`src/rtl/tree_path_scorer.sv`:
```
// Isolation-tree path scorer: walks a programmable node table
// with one sample and reports the path length at which it stopped.
module tree_path_scorer #(
  parameter int DATA_WIDTH    = 8,
  parameter int NODE_AW       = 4,
  parameter int MAX_DEPTH     = 7,
  parameter int ANOMALY_DEPTH = 3
) (
  input  logic                  clk,
  input  logic                  reset,
  input  logic [DATA_WIDTH-1:0] data_input,
  input  logic                  data_ready,
  output logic                  data_processed,
  input  logic                  cfg_we,
  input  logic [NODE_AW-1:0]    cfg_addr,
  input  logic [DATA_WIDTH-1:0] cfg_threshold,
  input  logic [NODE_AW-1:0]    cfg_left,
  input  logic [NODE_AW-1:0]    cfg_right,
  input  logic                  cfg_leaf,
  output logic [3:0]            path_length,
  output logic                  anomaly,
  output logic                  depth_limit,
  output logic                  score_valid
);

  localparam int NODES = 1 << NODE_AW;

  localparam logic [1:0] IDLE = 2'd0;
  localparam logic [1:0] WALK = 2'd1;
  localparam logic [1:0] DONE = 2'd2;

  localparam logic [3:0] MAX_D = 4'(MAX_DEPTH);
  localparam logic [4:0] ANOM_D = 5'(ANOMALY_DEPTH);

  logic [DATA_WIDTH-1:0] thr_mem   [NODES];
  logic [NODE_AW-1:0]    left_mem  [NODES];
  logic [NODE_AW-1:0]    right_mem [NODES];
  logic                  leaf_mem  [NODES];

  logic [1:0]            state;
  logic [DATA_WIDTH-1:0] sample;
  logic [NODE_AW-1:0]    cur;
  logic [3:0]            depth;

  logic [DATA_WIDTH-1:0] nd_thr;
  logic [NODE_AW-1:0]    nd_left;
  logic [NODE_AW-1:0]    nd_right;
  logic                  nd_leaf;
  logic                  cfg_ok;

  assign nd_thr   = thr_mem[cur];
  assign nd_left  = left_mem[cur];
  assign nd_right = right_mem[cur];
  assign nd_leaf  = leaf_mem[cur];

  // Table is frozen while a sample is in flight.
  assign cfg_ok = cfg_we && (state == IDLE) && !reset;

  always_ff @(posedge clk) begin
    if (cfg_ok) begin
      thr_mem[cfg_addr]   <= cfg_threshold;
      left_mem[cfg_addr]  <= cfg_left;
      right_mem[cfg_addr] <= cfg_right;
      leaf_mem[cfg_addr]  <= cfg_leaf;
    end
  end

  always_ff @(posedge clk) begin
    if (reset) begin
      state          <= IDLE;
      data_processed <= 1'b0;
      score_valid    <= 1'b0;
      anomaly        <= 1'b0;
      depth_limit    <= 1'b0;
      path_length    <= 4'd0;
      cur            <= '0;
      depth          <= 4'd0;
      sample         <= '0;
    end else begin
      data_processed <= 1'b0;
      score_valid    <= 1'b0;
      unique case (state)
        IDLE: begin
          if (data_ready) begin
            sample         <= data_input;
            cur            <= '0;
            depth          <= 4'd0;
            data_processed <= 1'b1;
            state          <= WALK;
          end
        end
        WALK: begin
          if (nd_leaf) begin
            path_length <= depth;
            depth_limit <= 1'b0;
            state       <= DONE;
          end else if (depth == MAX_D) begin
            path_length <= MAX_D;
            depth_limit <= 1'b1;
            state       <= DONE;
          end else begin
            cur   <= (sample < nd_thr) ? nd_left : nd_right;
            depth <= depth + 4'd1;
          end
        end
        DONE: begin
          score_valid <= 1'b1;
          anomaly     <= ({1'b0, path_length} < ANOM_D);
          state       <= IDLE;
        end
        default: state <= IDLE;
      endcase
    end
  end

endmodule

```
`config.mk`:
```
export PLATFORM = sky130hd
export DESIGN_NAME = tree_path_scorer
export DESIGN_NICKNAME = d
export VERILOG_FILES = /design/src/rtl/tree_path_scorer.sv
export SDC_FILE = /design/constraint.sdc
export NUM_CORES = 1
export LEC_CHECK = 0
export CAP_MARGIN = 20
export CORE_UTILIZATION = 46
export CTS_CLUSTER_DIAMETER = 80
export CTS_CLUSTER_SIZE = 20
export DETAILED_ROUTE_END_ITERATION = 16
export GPL_ROUTABILITY_DRIVEN = 0
export PLACE_DENSITY = 0.65
export SYNTH_ARGS = -nofsm -noshare
export SYNTH_HDL_FRONTEND = slang
export SYNTH_SLANG_ARGS = --single-unit
export TNS_END_PERCENT = 30
```
`constraint.sdc`:
```
create_clock -name clk -period 4.75 [get_ports clk]
set_input_delay 0.475 -clock clk [delete_from_list [all_inputs] [get_ports clk]]
set_output_delay 0.475 -clock clk [all_outputs]
set_load 0.005 [all_outputs]
```
==> results of run 1 <==
## metal layers
metal	track usage, %	routed length, um
met3	2.44	1170
met2	32.0	12000
met5	0	0
met1	26.2	10200
met4	5.36	554
## power by group through the flow
| stage | Sequential, mW | Clock, mW | Combinational, mW |
|---|---|---|---|
| detailed placement | 3.02 | 0 | 0.464 |
| global placement | 3.02 | 0 | 0.450 |
| finish | 2.96 | 1.59 | 0.457 |
| floorplan | 2.99 | 0 | 0.329 |
| CTS | 2.96 | 1.63 | 0.465 |
| global route | 2.97 | 1.72 | 0.502 |
## final timing paths
| check | endpoint | depth (start not counted) |
|---|---|---|
| hold reg to reg | sample[5] | 2 |
| setup / recovery | cur[2] | 10 |
| setup reg to reg | cur[2] | 10 |
| hold / removal | sample[5] | 2 |
## per-stage QoR
stage / setup WS [ps] / util, % / hold WS [ps] / area [sq um]
2_1_floorplan: 182 / - / 433 / 11700
3_3_place_gp: 785 / 51.3 / 473 / 12600
3_5_place_dp: 712 / 51.3 / 479 / 12600
4_1_cts: 684 / 53.5 / 498 / 13200
5_1_grt: 448 / 53.5 / 509 / 13200
6_report: 719 / 53.5 / 492 / 13200
## logic make-up after synthesis
family | share of synthesized area [%]
compound gates | 3.52
xor+xnor | 0.225
fa+ha+maj | 0.857
buf+inv | 1.30
flops | 75.1
mux | 14.6
simple gates | 4.42
## worst max-delay path, delay by kind of cell (launching register included)
kind / cells / cell delay, ps
simple gates: 2 / 1070
mux: 2 / 1040
compound gates: 4 / 800
flops: 1 / 680
fa+ha+maj: 1 / 240
buf+inv: 1 / 90
## sequential cells by signal, summed over array words and instances (netlist names), named ones only
register,flops
sample,8
depth_limit,1
anomaly,1
data_processed,1
depth,4
score_valid,1
right_mem,64
cur,4
path_length,4
leaf_mem,16
state,2
thr_mem,128
left_mem,64
## Yosys cell counts (8+ instances only)
cell / count
mux4_2: 72
nand3_1: 9
a21oi_1: 17
nand2_1: 34
buf_1: 8
clkbuf_1: 12
a22oi_1: 18
nor3_1: 8
nor2_1: 22
edfxtp_1: 272
inv_1: 8
dfxtp_1: 30
ha_1: 8
## layout make-up
cell class              instances  area, sq um
fillers                      1917        11500
flip-flops and latches        302         8770
multi-input cells             256         2810
repair buffers                 64          593
clock buffers                  31          520
well taps                     324          405
inverters                       8         30.0
clock inverters                 2         20.0
==> reports/results.txt, run 1 <==
Status - complete, no violations
Die W - 161 um
CTS Buffer Depth - 3
Die Y - 161 um
Initial antenna violation count - 0
Worst-Margin Slew - 872 ps
Syn nets - 635
Fin crit period - 4030 ps
First-pass GRT wire length - 36,200 um
Worst Min Path Start - sample[5]
Clock slew at reported path FFs - 80 ps
Sequential-to-total area share from yosys stat - 75.1%
Setup bufs post-CTS - 0
HPWL after DPL - 14,800 um
Design Power - 5.01 mW
Final ANT Viol Nets - 0
Final wirelength - 23,900 um
Fmax - 0.248 GHz
# clock sinks - 302
Cts hold-fix bufs - 0
CTS tree - yes
Yosys cell types - 43
EDFF count, synth - 272
Largest net degree at the start of global routing - 33
Htree depth - 1
Net Sw Frac - 22.0%
Final net count - 692
Critical Path RT - 5160 ps
CTS buffer count - 19
Gate power share - 9.1%
Crit-path slowest cell - dfxtp_4
Post-synth top area cell - edfxtp_1
Max Slew Vio Count - 0
Sequential power share - 59.2%
Synth area leaders - edfxtp_1 (70%), mux4_2 (14%), dfxtp_1 (5.1%), a22oi_1 (1.2%), nand2_1 (1.1%)
Psw - 1.10 mW
Setup Skew - 12.8 ps
Die area - 26,000 sq um
Antenna cell count - 0
Worst Setup End Kind - register
FFs w/ async S/R, synth - 0%
Setup TNS - 0 ps
Final Hold Viols - 0
Root Driver - clkbuf_16
Number of global-route vias before repair - 5,957
Initial Util - 47.5%
Inst Count DP - 954
Most frequent cells in the layout - edfxtp_1 (272), mux4_2 (72), clkdlybuf4s50_1 (40)
Hold crit path type - reg -> reg
Predominant post-synthesis flop cell - edfxtp_1
MaxCap Viol Count - 0
Pint - 3.90 mW
R2R setup slack - 720 ps
Initial DRC count - 637
Worst path arrival time - 4440 ps
P_leak - 4.04 nW
Setup violators final - 0
Grt total ovfl - 0
Most common cell after layout, fill and taps aside - edfxtp_1
DR vias/cell - 5.79
Via Count - 5,712
Clk Latency, worst-skew pair - 500 ps
Std cell rows - 57
CTS resizes - 0
Layout cell share with drive strength beyond 1 - 21.0%
1st-pass router iterations - 4
Clk pwr share - 31.7%
IO buf count - 40
Period utilization - 84.9%
Core region area - 24,600 sq um
Unrepaired setup endpoints after global routing - false
Syn Std Cell Area - 11,700 sq um
GRT Total Usage - 19.0%
Crit-path cells - mux4_2, mux4_2, inv_1, ha_1, a211oi_1, o21bai_1, or4b_1, o211a_2, or4b_1, o211ai_1
Cell Pwr Density - 381 nW/um^2
IO Pins - 41
Syn Inst Count - 594
Syn Area/Cell - 19.7 sq um
Critical path class - reg -> reg
Slew HR - 41.8%
DRC - 0
Critical path's largest stage delay - 680 ps
Final std cells w/o fill - 987
Top-area cell type share of the netlist area - 69.9%
CP Launch Type - register
Synthesis Warnings - 0
VDD IR max - 0.244 mV
CP Max Fanout - 27
Layout area overhead - 12.6%
Seq cells post-synth - 302
Wire length per cell - 24.2 um
(Power assumes the default switching activity.)
==> run 2, diff against run 1 <==
--- a/config.mk
+++ b/config.mk
@@ -11,7 +11,6 @@
 export CTS_CLUSTER_SIZE = 20
 export DETAILED_ROUTE_END_ITERATION = 16
 export GPL_ROUTABILITY_DRIVEN = 0
-export PLACE_DENSITY = 0.65
 export SYNTH_ARGS = -nofsm -noshare
 export SYNTH_HDL_FRONTEND = slang
 export SYNTH_SLANG_ARGS = --single-unit
==> constraint.sdc (replaced) <==
create_clock -name clk -period 4.05 [get_ports clk]
set_input_delay 0.405 -clock clk [delete_from_list [all_inputs] [get_ports clk]]
set_output_delay 0.405 -clock clk [all_outputs]
set_load 0.005 [all_outputs]
==> run 2 against run 1 <==
Power increased by 18%. Non-clock buffer count up 7. Maximum frequency grew 4.8%. Worst hold slack worse by 36 ps. Count of clock-buffer cells in the layout unchanged. Largest power group unchanged. Utilization rose by 0.36 points. Sequential share of layout area is 0.44 points lower. Clock power is 18% higher. Global-route usage rose by 0.72 points. Wire length is 4.2% higher.
==> reports/results.txt, run 2 (synthesis gave the netlist of run 1 again) <==
Antenna cell count - 0 (unchanged)
CTS buffer count - 19 (unchanged)
Die Y - 161 um (unchanged)
Finished Core Util - 53.8% (was 53.5%)
Period utilization - 95.0% (was 84.9%)
DRC - 0 (unchanged)
Setup violators final - 0 (unchanged)
Final wirelength - 24,900 um (was 23,900 um)
Cell Pwr Density - 446 nW/um^2 (was 381 nW/um^2)
# clock sinks - 302 (unchanged)
Hold Path End - sample[6] (was sample[5])
HPWL after DPL - 16,000 um (was 14,800 um)
First-pass GRT wire length - 37,000 um (was 36,200 um)
Most frequent cells in the layout - edfxtp_1 (272), mux4_2 (72), clkdlybuf4s50_1 (40) (unchanged)
Cts hold-fix bufs - 0 (unchanged)
Clk Latency, worst-skew pair - 500 ps (about the same)
Critical path class - reg -> reg (unchanged)
Biggest regs - thr_mem x128, left_mem x64, right_mem x64 (unchanged)
Layout area overhead - 13.4% (was 12.6%)
MaxCap Viol Count - 0 (unchanged)
Inst Count DP - 961 (was 954)
Most common cell after layout, fill and taps aside - edfxtp_1 (unchanged)
GRT Total Usage - 19.7% (was 19.0%)
Std cell rows - 57 (unchanged)
Largest net degree at the start of global routing - 29 (was 33)
CTS resizes - 0 (unchanged)
Die area - 26,000 sq um (unchanged)
Max Slew Vio Count - 0 (unchanged)
Final ANT Viol Nets - 0 (unchanged)
Initial DRC count - 526 (was 637)
Initial antenna violation count - 0 (unchanged)
Worst r2r path cells - 10 (unchanged)
Slew HR - 41.3% (was 41.8%)
IO Pins - 41 (unchanged)
Worst Setup End Kind - register (unchanged)
Number of global-route vias before repair - 5,929 (was 5,957)
Unrepaired setup endpoints after global routing - false (unchanged)
Setup TNS - 0 ps (unchanged)
WHS Path Cells - 3 (was 2)
IO buf count - 40 (unchanged)
Status - complete, no violations (unchanged)
CTS tree - yes (unchanged)
Final worst slack - 204 ps (was 719 ps)
Setup bufs post-CTS - 0 (unchanged)
Grt total ovfl - 0 (unchanged)
Layout cell share with drive strength beyond 1 - 21.9% (was 21.0%)
VDD IR max - 0.379 mV (was 0.244 mV)
Fillers - 1,913 (was 1,917)
P_leak - 4.09 nW (was 4.04 nW)
Setup Skew - 14.6 ps (was 12.8 ps)
CTS Buffer Depth - 3 (unchanged)
Root Driver - clkbuf_16 (unchanged)
Worst-Margin Slew - 879 ps (was 872 ps)
Worst path arrival time - 4250 ps (was 4440 ps)
Fmax - 0.260 GHz (was 0.248 GHz)
Clock slew at reported path FFs - 80 ps (about the same)
Max FFs per register - 128 (unchanged)
R2R setup slack - 200 ps (was 720 ps)
Via Count - 5,761 (was 5,712)
CP Max Fanout - 17 (was 27)
Worst Min Path Start - data_input[6] (was sample[5])
Wire length per cell - 25.0 um (was 24.2 um)
Htree depth - 1 (unchanged)
Initial Util - 47.5% (unchanged)
Final net count - 699 (was 692)
Core region area - 24,600 sq um (unchanged)
Die W - 161 um (unchanged)
CP Launch Type - register (unchanged)
Final Hold Viols - 0 (unchanged)
DR vias/cell - 5.80 (was 5.79)
Fin crit period - 3850 ps (was 4030 ps)
Placed inst area - 12,700 sq um (was 12,600 sq um)
Post-Layout Inst Area - 13,200 sq um (about the same)
Place WS - 234 ps (was 712 ps)
Hold crit path type - in -> reg (was reg -> reg)
Critical Path RT - 4460 ps (was 5160 ps)
Final std cells w/o fill - 994 (was 987)
Design Power - 5.90 mW (was 5.01 mW)
Worst hold margin - 456 ps (was 492 ps)
Biggest register - thr_mem (unchanged)
1st-pass router iterations - 4 (unchanged)
## run 2: area by class of cell
class	count	area (sq um)	area share [%]
Clock inverter	2	21.3	0.161
Inverter	8	30.0	0.227
Sequential cell	302	8770	66.3
Multi-Input combinational cell	256	2810	21.2
Timing Repair Buffer	71	658	4.97
Tap cell	324	405	3.06
Clock buffer	31	542	4.09
## run 2: routing by layer
layer	routed length (um)	up-vias	GRT usage, %
li1	-	2540	-
met1	10700	3015	27.6
met2	12400	171	32.8
met3	1260	35	2.52
met4	556	0	5.45
met5	0	-	0
## run 2: worst max path at each step
stage,cells past startpoint,endpoint,startpoint
2_1_floorplan,14,register,register
3_3_place_gp,10,register,register
3_5_place_dp,10,register,register
4_1_cts,10,register,register
5_1_grt,10,register,register
6_report,10,register,register
## run 2: where the power goes
part | switching (mW) | internal, mW | leakage [nW]
Sequential | 0.0400 | 3.43 | 2.69
Combinational | 0.294 | 0.259 | 1.13
Clock | 0.955 | 0.929 | 0.266
Total | 1.29 | 4.61 | 4.09
## run 2: worst max-delay path: stages (launching register included)
cell and delay [ps]:
dfxtp_4 550, mux4_2 540, mux4_2 480, inv_1 70
ha_1 230, a211oi_1 290, o21bai_1 160, or4b_1 530
o211a_2 200, or4b_1 560, o211ai_1 140
